**src/rtl/mul_div_unit.sv**
```systemverilog
// Multi-cycle signed multiply (radix-2 Booth) / divide (restoring, magnitude based) engine.
// One iteration per clock; results land in result_hi/lo only on entry to FIN, with done pulsing there.
module mul_div_unit #(
  parameter int WIDTH = 32
) (
  input  logic             clock,
  input  logic             clear,
  input  logic             start,
  input  logic             op,
  input  logic [WIDTH-1:0] a,
  input  logic [WIDTH-1:0] b,
  output logic             busy,
  output logic             done,
  output logic [WIDTH-1:0] result_hi,
  output logic [WIDTH-1:0] result_lo,
  output logic             div_by_zero
);

  localparam int CW = $clog2(WIDTH + 1);

  typedef enum logic [1:0] {S_IDLE, S_MUL, S_DIV, S_FIN} state_t;

  state_t           r_state;
  state_t           w_state_nxt;
  logic [WIDTH-1:0] r_a;
  logic [WIDTH-1:0] r_b;
  logic [CW-1:0]    r_cnt;
  logic [WIDTH:0]   r_acc_hi;
  logic [WIDTH-1:0] r_acc_lo;
  logic             r_qm1;

  logic             w_accept;
  logic             w_last;
  logic             w_dbz;
  logic [WIDTH-1:0] w_in_a_mag;
  logic [WIDTH-1:0] w_b_mag;
  logic [WIDTH:0]   w_m_ext;
  logic [WIDTH:0]   w_booth_sum;
  logic [WIDTH:0]   w_mul_hi_nxt;
  logic [WIDTH-1:0] w_mul_lo_nxt;
  logic [WIDTH:0]   w_shift;
  logic [WIDTH:0]   w_trial;
  logic [WIDTH:0]   w_div_hi_nxt;
  logic [WIDTH-1:0] w_div_lo_nxt;
  logic [WIDTH-1:0] w_quot;
  logic [WIDTH-1:0] w_rem;

  assign w_accept   = start && (r_state == S_IDLE || r_state == S_FIN);
  assign w_last     = (r_cnt == CW'(WIDTH - 1));
  assign w_dbz      = (r_b == '0);
  assign w_in_a_mag = a[WIDTH-1] ? (~a + 1'b1) : a;
  assign w_b_mag    = r_b[WIDTH-1] ? (~r_b + 1'b1) : r_b;

  // Booth: accumulator high half carries one guard bit so that subtracting -2^(W-1) cannot overflow.
  assign w_m_ext = {r_a[WIDTH-1], r_a};

  always_comb begin
    w_booth_sum = r_acc_hi;
    case ({r_acc_lo[0], r_qm1})
      2'b01:   w_booth_sum = r_acc_hi + w_m_ext;
      2'b10:   w_booth_sum = r_acc_hi - w_m_ext;
      default: w_booth_sum = r_acc_hi;
    endcase
  end

  assign w_mul_hi_nxt = {w_booth_sum[WIDTH], w_booth_sum[WIDTH:1]};
  assign w_mul_lo_nxt = {w_booth_sum[0], r_acc_lo[WIDTH-1:1]};

  // Restoring step: remainder in r_acc_hi, dividend magnitude shifting out of r_acc_lo as quotient shifts in.
  assign w_shift      = {r_acc_hi[WIDTH-1:0], r_acc_lo[WIDTH-1]};
  assign w_trial      = w_shift - {1'b0, w_b_mag};
  assign w_div_hi_nxt = w_trial[WIDTH] ? w_shift : w_trial;
  assign w_div_lo_nxt = {r_acc_lo[WIDTH-2:0], ~w_trial[WIDTH]};
  assign w_quot       = (r_a[WIDTH-1] ^ r_b[WIDTH-1]) ? (~w_div_lo_nxt + 1'b1) : w_div_lo_nxt;
  assign w_rem        = r_a[WIDTH-1] ? (~w_div_hi_nxt[WIDTH-1:0] + 1'b1) : w_div_hi_nxt[WIDTH-1:0];

  always_comb begin
    w_state_nxt = r_state;
    busy        = 1'b0;
    done        = 1'b0;
    case (r_state)
      S_IDLE: begin
        if (w_accept) w_state_nxt = op ? S_DIV : S_MUL;
      end
      S_MUL: begin
        busy = 1'b1;
        if (w_last) w_state_nxt = S_FIN;
      end
      S_DIV: begin
        busy = 1'b1;
        if (w_dbz || w_last) w_state_nxt = S_FIN;
      end
      S_FIN: begin
        done = 1'b1;
        if (w_accept) w_state_nxt = op ? S_DIV : S_MUL;
        else          w_state_nxt = S_IDLE;
      end
      default: w_state_nxt = S_IDLE;
    endcase
  end

  always_ff @(posedge clock or posedge clear) begin
    if (clear) begin
      r_state     <= S_IDLE;
      r_a         <= '0;
      r_b         <= '0;
      r_cnt       <= '0;
      r_acc_hi    <= '0;
      r_acc_lo    <= '0;
      r_qm1       <= 1'b0;
      result_hi   <= '0;
      result_lo   <= '0;
      div_by_zero <= 1'b0;
    end else begin
      r_state <= w_state_nxt;
      if (w_accept) begin
        r_a         <= a;
        r_b         <= b;
        r_cnt       <= '0;
        r_acc_hi    <= '0;
        r_acc_lo    <= op ? w_in_a_mag : b;
        r_qm1       <= 1'b0;
        div_by_zero <= 1'b0;
      end else begin
        case (r_state)
          S_MUL: begin
            r_acc_hi <= w_mul_hi_nxt;
            r_acc_lo <= w_mul_lo_nxt;
            r_qm1    <= r_acc_lo[0];
            r_cnt    <= r_cnt + CW'(1);
            if (w_last) begin
              result_hi <= w_mul_hi_nxt[WIDTH-1:0];
              result_lo <= w_mul_lo_nxt;
            end
          end
          S_DIV: begin
            if (w_dbz) begin
              result_hi   <= r_a;
              result_lo   <= '1;
              div_by_zero <= 1'b1;
            end else begin
              r_acc_hi <= w_div_hi_nxt;
              r_acc_lo <= w_div_lo_nxt;
              r_cnt    <= r_cnt + CW'(1);
              if (w_last) begin
                result_hi <= w_rem;
                result_lo <= w_quot;
              end
            end
          end
          default: ;
        endcase
      end
    end
  end

endmodule
```
**config.mk**
```make
export PLATFORM = sky130hd
export DESIGN_NAME = mul_div_unit
export DESIGN_NICKNAME = d
export VERILOG_FILES = /design/src/rtl/mul_div_unit.sv
export SDC_FILE = /design/constraint.sdc
export NUM_CORES = 1
export LEC_CHECK = 0
export ABC_AREA = 1
export CAP_MARGIN = 20
export CORE_UTILIZATION = 40
export CTS_CLUSTER_SIZE = 10
export DETAILED_ROUTE_END_ITERATION = 12
export PLACE_DENSITY_LB_ADDON = 0.3
export SYNTH_ARGS = -nofsm -noshare
export SYNTH_HDL_FRONTEND = slang
export SYNTH_SLANG_ARGS = --single-unit
```
**constraint.sdc**
```tcl
create_clock -name clock -period 15 [get_ports clock]
set_input_delay 3 -clock clock [delete_from_list [all_inputs] [get_ports clock]]
set_output_delay 3 -clock clock [all_outputs]
set_load 0.01 [all_outputs]
```
# Word-level counts from Yosys, hierarchy flattened

Cells that the tools add are included.

$add $sub $neg: 8
Equality and inequality tests: 11
Multiplexer cells: 37
Bitwise gates (word level): 7
Reductions and logical operators: 15

Operator list:

| kind                                           | number |
|---|---|
| 2-to-1 mux 32 bit                              | 13 |
| case mux 32 bit (2 select lines)               | 3 |
| case mux 33 bit (2 select lines)               | 2 |
| adder 32 x 1 -> 32 bit (second input constant) | 4 |
| NOT 32 bit                                     | 4 |
| 2-to-1 mux 33 bit                              | 3 |
| adder 33 bit                                   | 1 |
| subtractor 33 x 32 -> 33 bit                   | 1 |
| subtractor 33 bit                              | 1 |
| zero test 32 bit                               | 1 |
| 2-to-1 mux 6 bit                               | 2 |
| case mux 6 bit (2 select lines)                | 1 |
| 2-to-1 mux 2 bit                               | 5 |
| case mux 2 bit (4 select lines)                | 1 |
| nonzero test 2 bit                             | 4 |
| 2-to-1 mux 1 bit                               | 7 |
| adder 6 x 1 -> 6 bit (second input constant)   | 1 |
| == test 2 bit (second input constant)          | 3 |
| == test 6 x 5 -> 1 bit (second input constant) | 1 |
| inequality test 2 bit (second input constant)  | 3 |
| inequality test 3 bit (second input constant)  | 2 |
| == test 2 x 1 -> 1 bit (second input constant) | 2 |
| AND reduction 2 bit                            | 2 |
| AND reduction 4 bit                            | 1 |
| 8 further kinds                                | 10 |

Bits in registers: 203
Input bits: 68
Output and inout port bits: 67
Word-level logic and storage cells: 88

# Depth between registers and ports, before layout

Word-level depth: 11
Depth in mapped cells: 43

# Least setup slack after synthesis

Ideal clock, no wire load.

Path kind: flip-flop to flip-flop
Start point: register r_b[2]
End point: register result_lo[30]
Setup time: 0.123 ns
Data arrival time: 5.614 ns
Setup slack: 9.263 ns
Cell stages (with the launch flop): 40
Clock period less this slack: 5.737 ns
Cells stage by stage: dfrtp_1 nor3_1 nand2_1 nor3_2 nand2_1 nor3_2 nand4_1 nor4_2 a21oi_1 xor2_1 inv_1 ha_1 a21o_1 a21oi_1 nand2_1 a21oi_1 nand2_1 nand2_1 [4 not listed] buf_6 inv_1 buf_2 buf_2 ha_1 nand2_1 nor2_1 nand2_1 nor2_1 nand4_1 nor2_1 nand4_1 nor2_1 nand3_1 o21ai_0 xor2_1 o21ai_0 nand2_1

Cells in the longest elaborated chain, start to end: 11
Elaborated cells between the ends (all ways): 14
Classes of those cells: add/sub (3); eq/ne (1); mux (5); bitwise (3); reduce/logical (2)

Ends and longest elaborated chain:

| element                          | line | text |
|---|---|---|
| start: declaration               | 26   | `logic [WIDTH-1:0] r_b;` |
| start signal: assignment         | 106  | `r_b <= '0;` |
| start signal: assignment         | 118  | `r_b <= b;` |
| NOT 32 bit                       | 52   | `assign w_b_mag = r_b[WIDTH-1] ? (~r_b + 1'b1) : r_b;` |
| adder 32 x 1 -> 32 bit           | 52   |  |
| 2-to-1 mux 32 bit                | 52   |  |
| subtractor 33 x 32 -> 33 bit     | 71   | `assign w_trial = w_shift - {1'b0, w_b_mag};` |
| NOT 1 bit                        | 73   | `assign w_div_lo_nxt = {r_acc_lo[WIDTH-2:0], ~w_trial[WIDTH]};` |
| NOT 32 bit                       | 74   | `assign w_quot = (r_a[WIDTH-1] ^ r_b[WIDTH-1]) ? (~w_div_lo_nxt + 1'b1) : w_div_lo_nxt;` |
| adder 32 x 1 -> 32 bit           | 74   |  |
| 2-to-1 mux 32 bit                | 74   |  |
| 2-to-1 mux 32 bit                | 145  | `if (w_last) begin` |
| 2-to-1 mux 32 bit                | 137  | `if (w_dbz) begin` |
| case mux 32 bit (2 select lines) | 125  | `case (r_state)` |
| end signal: assignment           | 133  | `result_lo <= w_mul_lo_nxt;` |
| end signal: assignment           | 147  | `result_lo <= w_quot;` |
| end: declaration                 | 15   | `output logic [WIDTH-1:0] result_lo,` |

Parallel ways exist; a longest one is shown, timed or not. The select of a mux whose other input is x is not followed.
A chain may end at the register's enable or synchronous reset.

# Worst setup path after layout

Start point: register r_b[2]
End point: register result_hi[28]

Cells in the longest elaborated chain, start to end: 11
Elaborated cells between the ends (all ways): 14
Classes of those cells: add/sub (3); eq/ne (1); mux (6); bitwise (2); reduce/logical (2)

Ends and longest elaborated chain:

| element                          | line | text |
|---|---|---|
| NOT 32 bit                       | 52   |  |
| adder 32 x 1 -> 32 bit           | 52   |  |
| 2-to-1 mux 32 bit                | 52   |  |
| subtractor 33 x 32 -> 33 bit     | 71   |  |
| 2-to-1 mux 33 bit                | 72   | `assign w_div_hi_nxt = w_trial[WIDTH] ? w_shift : w_trial;` |
| NOT 32 bit                       | 75   | `assign w_rem = r_a[WIDTH-1] ? (~w_div_hi_nxt[WIDTH-1:0] + 1'b1) : w_div_hi_nxt[WIDTH-1:0];` |
| adder 32 x 1 -> 32 bit           | 75   |  |
| 2-to-1 mux 32 bit                | 75   |  |
| 2-to-1 mux 32 bit                | 145  |  |
| 2-to-1 mux 32 bit                | 137  |  |
| case mux 32 bit (2 select lines) | 125  |  |
| end signal: assignment           | 132  | `result_hi <= w_mul_hi_nxt[WIDTH-1:0];` |
| end signal: assignment           | 138  | `result_hi <= r_a;` |
| end signal: assignment           | 146  | `result_hi <= w_rem;` |
| end: declaration                 | 14   | `output logic [WIDTH-1:0] result_hi,` |

Parallel ways exist; a longest one is shown, timed or not. The select of a mux whose other input is x is not followed.

==> flow_summary_export.csv <==
group,metric,value,unit
sta,max_freq,151,MHz
clocking,clock_path_buffers,3,
setup_path,cp.required,15.49,ns
synth,synth_cells,2894,
detailed_routing,drc,0,
status,status,"completed",
clocking,numCtsBuffers,25,
global_routing,grt_pass1_vias,19300,
sta,hold_viol,0,
sta,slew_viol_final,0,
min_path,worstHoldEndpoint,"result_lo[4]$_DFFE_PP0P_",
detailed_routing,wire_per_inst,21.2,µm
setup_path,rr_startpoint,"r_b[2]$_DFFE_PP0P_",
setup_path,cpMostUsedCell,"nand2_1",
global_routing,grt.busiest_layer,"met2",
detailed_routing,ant_nets,0,
clocking,cts_hold_buf,0,
clocking,clock-sinks,203,
finish,drive_above_1_share,5.60,%
clocking,htree_levels,1,
clocking,cts_root_buf,"clkbuf_16",
finish,syn_to_final_growth,13.7,%
setup_path,reg2reg_setup_slack,8.37,ns
setup_path,critPathKind,"flop to flop",
flow_run,drv_cap,0,
global_routing,grt_antenna_before_repair,0,
die,dieWidth,218,µm
die,initial_utilization,40.8,%
detailed_routing,first_pass_iters,6,
setup_path,r2r_end,"result_hi[28]$_DFFE_PP0P_",
global_routing,grt.met2_usage,49.4,%
global_routing,grtUsageTotal,32.2,%
detailed_routing,drt-total-wl,76100,µm
clocking,clk_pin_slew,0.06,ns
sta,period_needed,6.63,ns
clocking,cts_setup_buffers,0,
synth,synthArstFlopShare,100,%
sta,rsz0062_at_grt,"no",
die,die-height,218,µm
global_routing,grt_use_met3,4.71,%
synth,synth_edf_count,0,
die,core,0.0457,mm²
setup_path,crit_path_start_kind,"flop",
synth,synth_area,0.0186,mm²
die,ios,135,
finish,layout_common_cells,"nand2_1, inv_1, o21ai_0",
detailed_routing,drt_iter0_markers,2021,
clocking,clk_latency,0.57,ns
detailed_routing,dr_total_vias,20300,
synth,yosys_warnings,0,
synth,ys_seq_area_share,27.3,%
setup_path,crit_path_end_kind,"flop",
sta,skew,0.0317,ns
setup_path,slowest_stage,"nor4_2",
global_routing,grt_overflow,0,
sta,fin_tns_setup,0,ns
sta,worst_slew_pin_slew,0.977,ns
synth,synth_top_flop_cell,"dfrtp_1",
clocking,cts_tree,"built",
synth,ys_seq_elements,203,
finish,layout_commonest_cell,"nand2_1",
setup_path,max_stage_delay,0.48,ns
die,rows,78,
placement,port_buffers,134,
min_path,hp-class,"flop to flop",
die,dieArea,0.0474,mm²
min_path,min-delay-start,"result_lo[4]$_DFFE_PP0P_",
sta,timing.final.crit_share,44.2,%
setup_path,crit_fanout,37,
finish,nets,3117,
global_routing,grt_max_degree,87,
synth,synth_area_per_cell,6.44,µm²
sta,setup_viol,0,
setup_path,arrival,7.12,ns
global_routing,met1_usage,43.2,%
setup_path,ff2ff_path_depth,39,
sta,max-slew-margin-rel,34.7,%
min_path,min_path_cells,2,
synth,syn-num-nets,3040,
clocking,ctsResizeCount,0,
placement,gp_congestion,1.01,
synth,netlist-cell-type-count,65,
detailed_routing,avgViaCountPerCell,5.67,
placement,dpl.hpwl,59700,µm
global_routing,grt_pass1_wl,116000,µm
-- cell usage after synthesis (4+ instances only) --
cell	number	area, µm²
inv_2	10	37.5
xor2_1	95	832
nand3b_1	5	37.5
nand3_2	5	50.1
and2_1	4	25.0
or2_2	18	113
nor3_2	12	120
o311ai_0	5	43.8
o21ai_0	284	1420
clkbuf_1	73	274
o21a_1	11	82.6
o21ai_1	9	45.0
a21boi_1	11	82.6
nor2_1	222	833
buf_1	9	33.8
buf_2	16	80.1
nor3_1	33	165
o22ai_1	5	31.3
a21oi_1	183	916
o21bai_1	12	90.1
nor2_4	7	78.8
inv_1	437	1640
nand4_1	43	269
a21o_1	11	82.6
a31oi_1	17	106
o221ai_1	4	35.0
nand2_2	24	150
buf_4	6	45.0
a221oi_1	4	35.0
nor2_2	15	93.8
o211ai_1	24	180
xnor2_1	5	43.8
nand2_1	722	2710
ha_1	76	951
dfrtp_1	203	5080
a211oi_1	4	30.0
a21boi_0	5	37.5
a22oi_1	12	90.1
nor4_1	15	93.8
nand3_1	162	811
a2bb2oi_1	23	201
o31ai_1	8	60.1
a22o_1	6	52.6
-- registers in the layout, indices dropped and copies added (netlist names) --
name	cells
r_acc_hi	33
r_a	32
r_acc_lo	32
r_b	32
result_hi	32
result_lo	32
r_cnt	6
r_state	2
div_by_zero	1
r_qm1	1
-- cell type report --
cell class,count,area (µm²)
multi-input combinational,2136,11400
fill,4752,24500
antenna,1,2.50
inverter,449,1690
tap,600,751
sequential,203,5080
clock buffer,35,673
timing repair buffer,156,1520
clock inverter,3,30.0
-- worst max-delay path: cells and delay by family (launching register included) --
family | cells | cell delay (ns)
AND/OR/NAND/NOR | 24 | 3.40
AO/OA/AOI/OAI | 8 | 1.12
adder cells (fa/ha/maj) | 3 | 0.85
buffers and inverters | 3 | 0.59
flip-flops | 1 | 0.40
XOR/XNOR | 1 | 0.18
-- kinds of logic (layout without fill, tap and decap cells) --
group           after synthesis  in the layout  share of synthesized area (%)
simple gates               1296           1296                           30.4
other cells                   0              1                              0
flops                       203            203                           27.3
fa+ha+maj                    78             78                           5.32
compound gates              661            661                           20.7
xor+xnor                    100            100                           4.70
buf+inv                     555            643                           11.5
mux                           1              1                         0.0605
-- metrics by stage --
| stage | cells | setup slack, ns | hold slack [ns] | utilization [%] | cell area (µm²) |
|---|---|---|---|---|---|
| 2_1_floorplan | 2894 | 6.46 | 0.435 | - | 18600 |
| 3_3_place_gp | 3544 | 8.62 | 0.455 | 44.8 | 20500 |
| 3_5_place_dp | 3544 | 8.47 | 0.469 | 44.8 | 20500 |
| 4_1_cts | 3582 | 8.49 | 0.480 | 46.4 | 21200 |
| 5_1_grt | 3582 | 7.66 | 0.508 | 46.4 | 21200 |
| 6_report | 3583 | 8.37 | 0.478 | 46.4 | 21200 |
-- per-layer routing --
metal / share of wire (%) / routed length [µm] / vias up
li1: - / - / 9613
met1: 42 / 32000 / 9484
met2: 43 / 33000 / 1013
met3: 8.2 / 6250 / 192
met4: 6.3 / 4800 / 0
met5: 0 / 0 / -
-- worst max path at each step --
stage	from	endpoint	slack (ns)	depth (start not counted)
final	r_b[2]$_DFFE_PP0P_	result_hi[28]$_DFFE_PP0P_	8.37	39
after global routing	r_b[2]$_DFFE_PP0P_	result_hi[22]$_DFFE_PP0P_	7.66	39
after CTS	r_b[2]$_DFFE_PP0P_	result_hi[30]$_DFFE_PP0P_	8.49	39
after detailed placement	r_b[2]$_DFFE_PP0P_	result_hi[22]$_DFFE_PP0P_	8.47	39
after global placement	r_b[2]$_DFFE_PP0P_	result_hi[28]$_DFFE_PP0P_	8.62	39
after floorplan	clear	div_by_zero$_DFFE_PP0P_	6.46	1
Power is not shown: default switching activity piles up to over one toggle a cycle in this logic, so the estimate is an artifact.
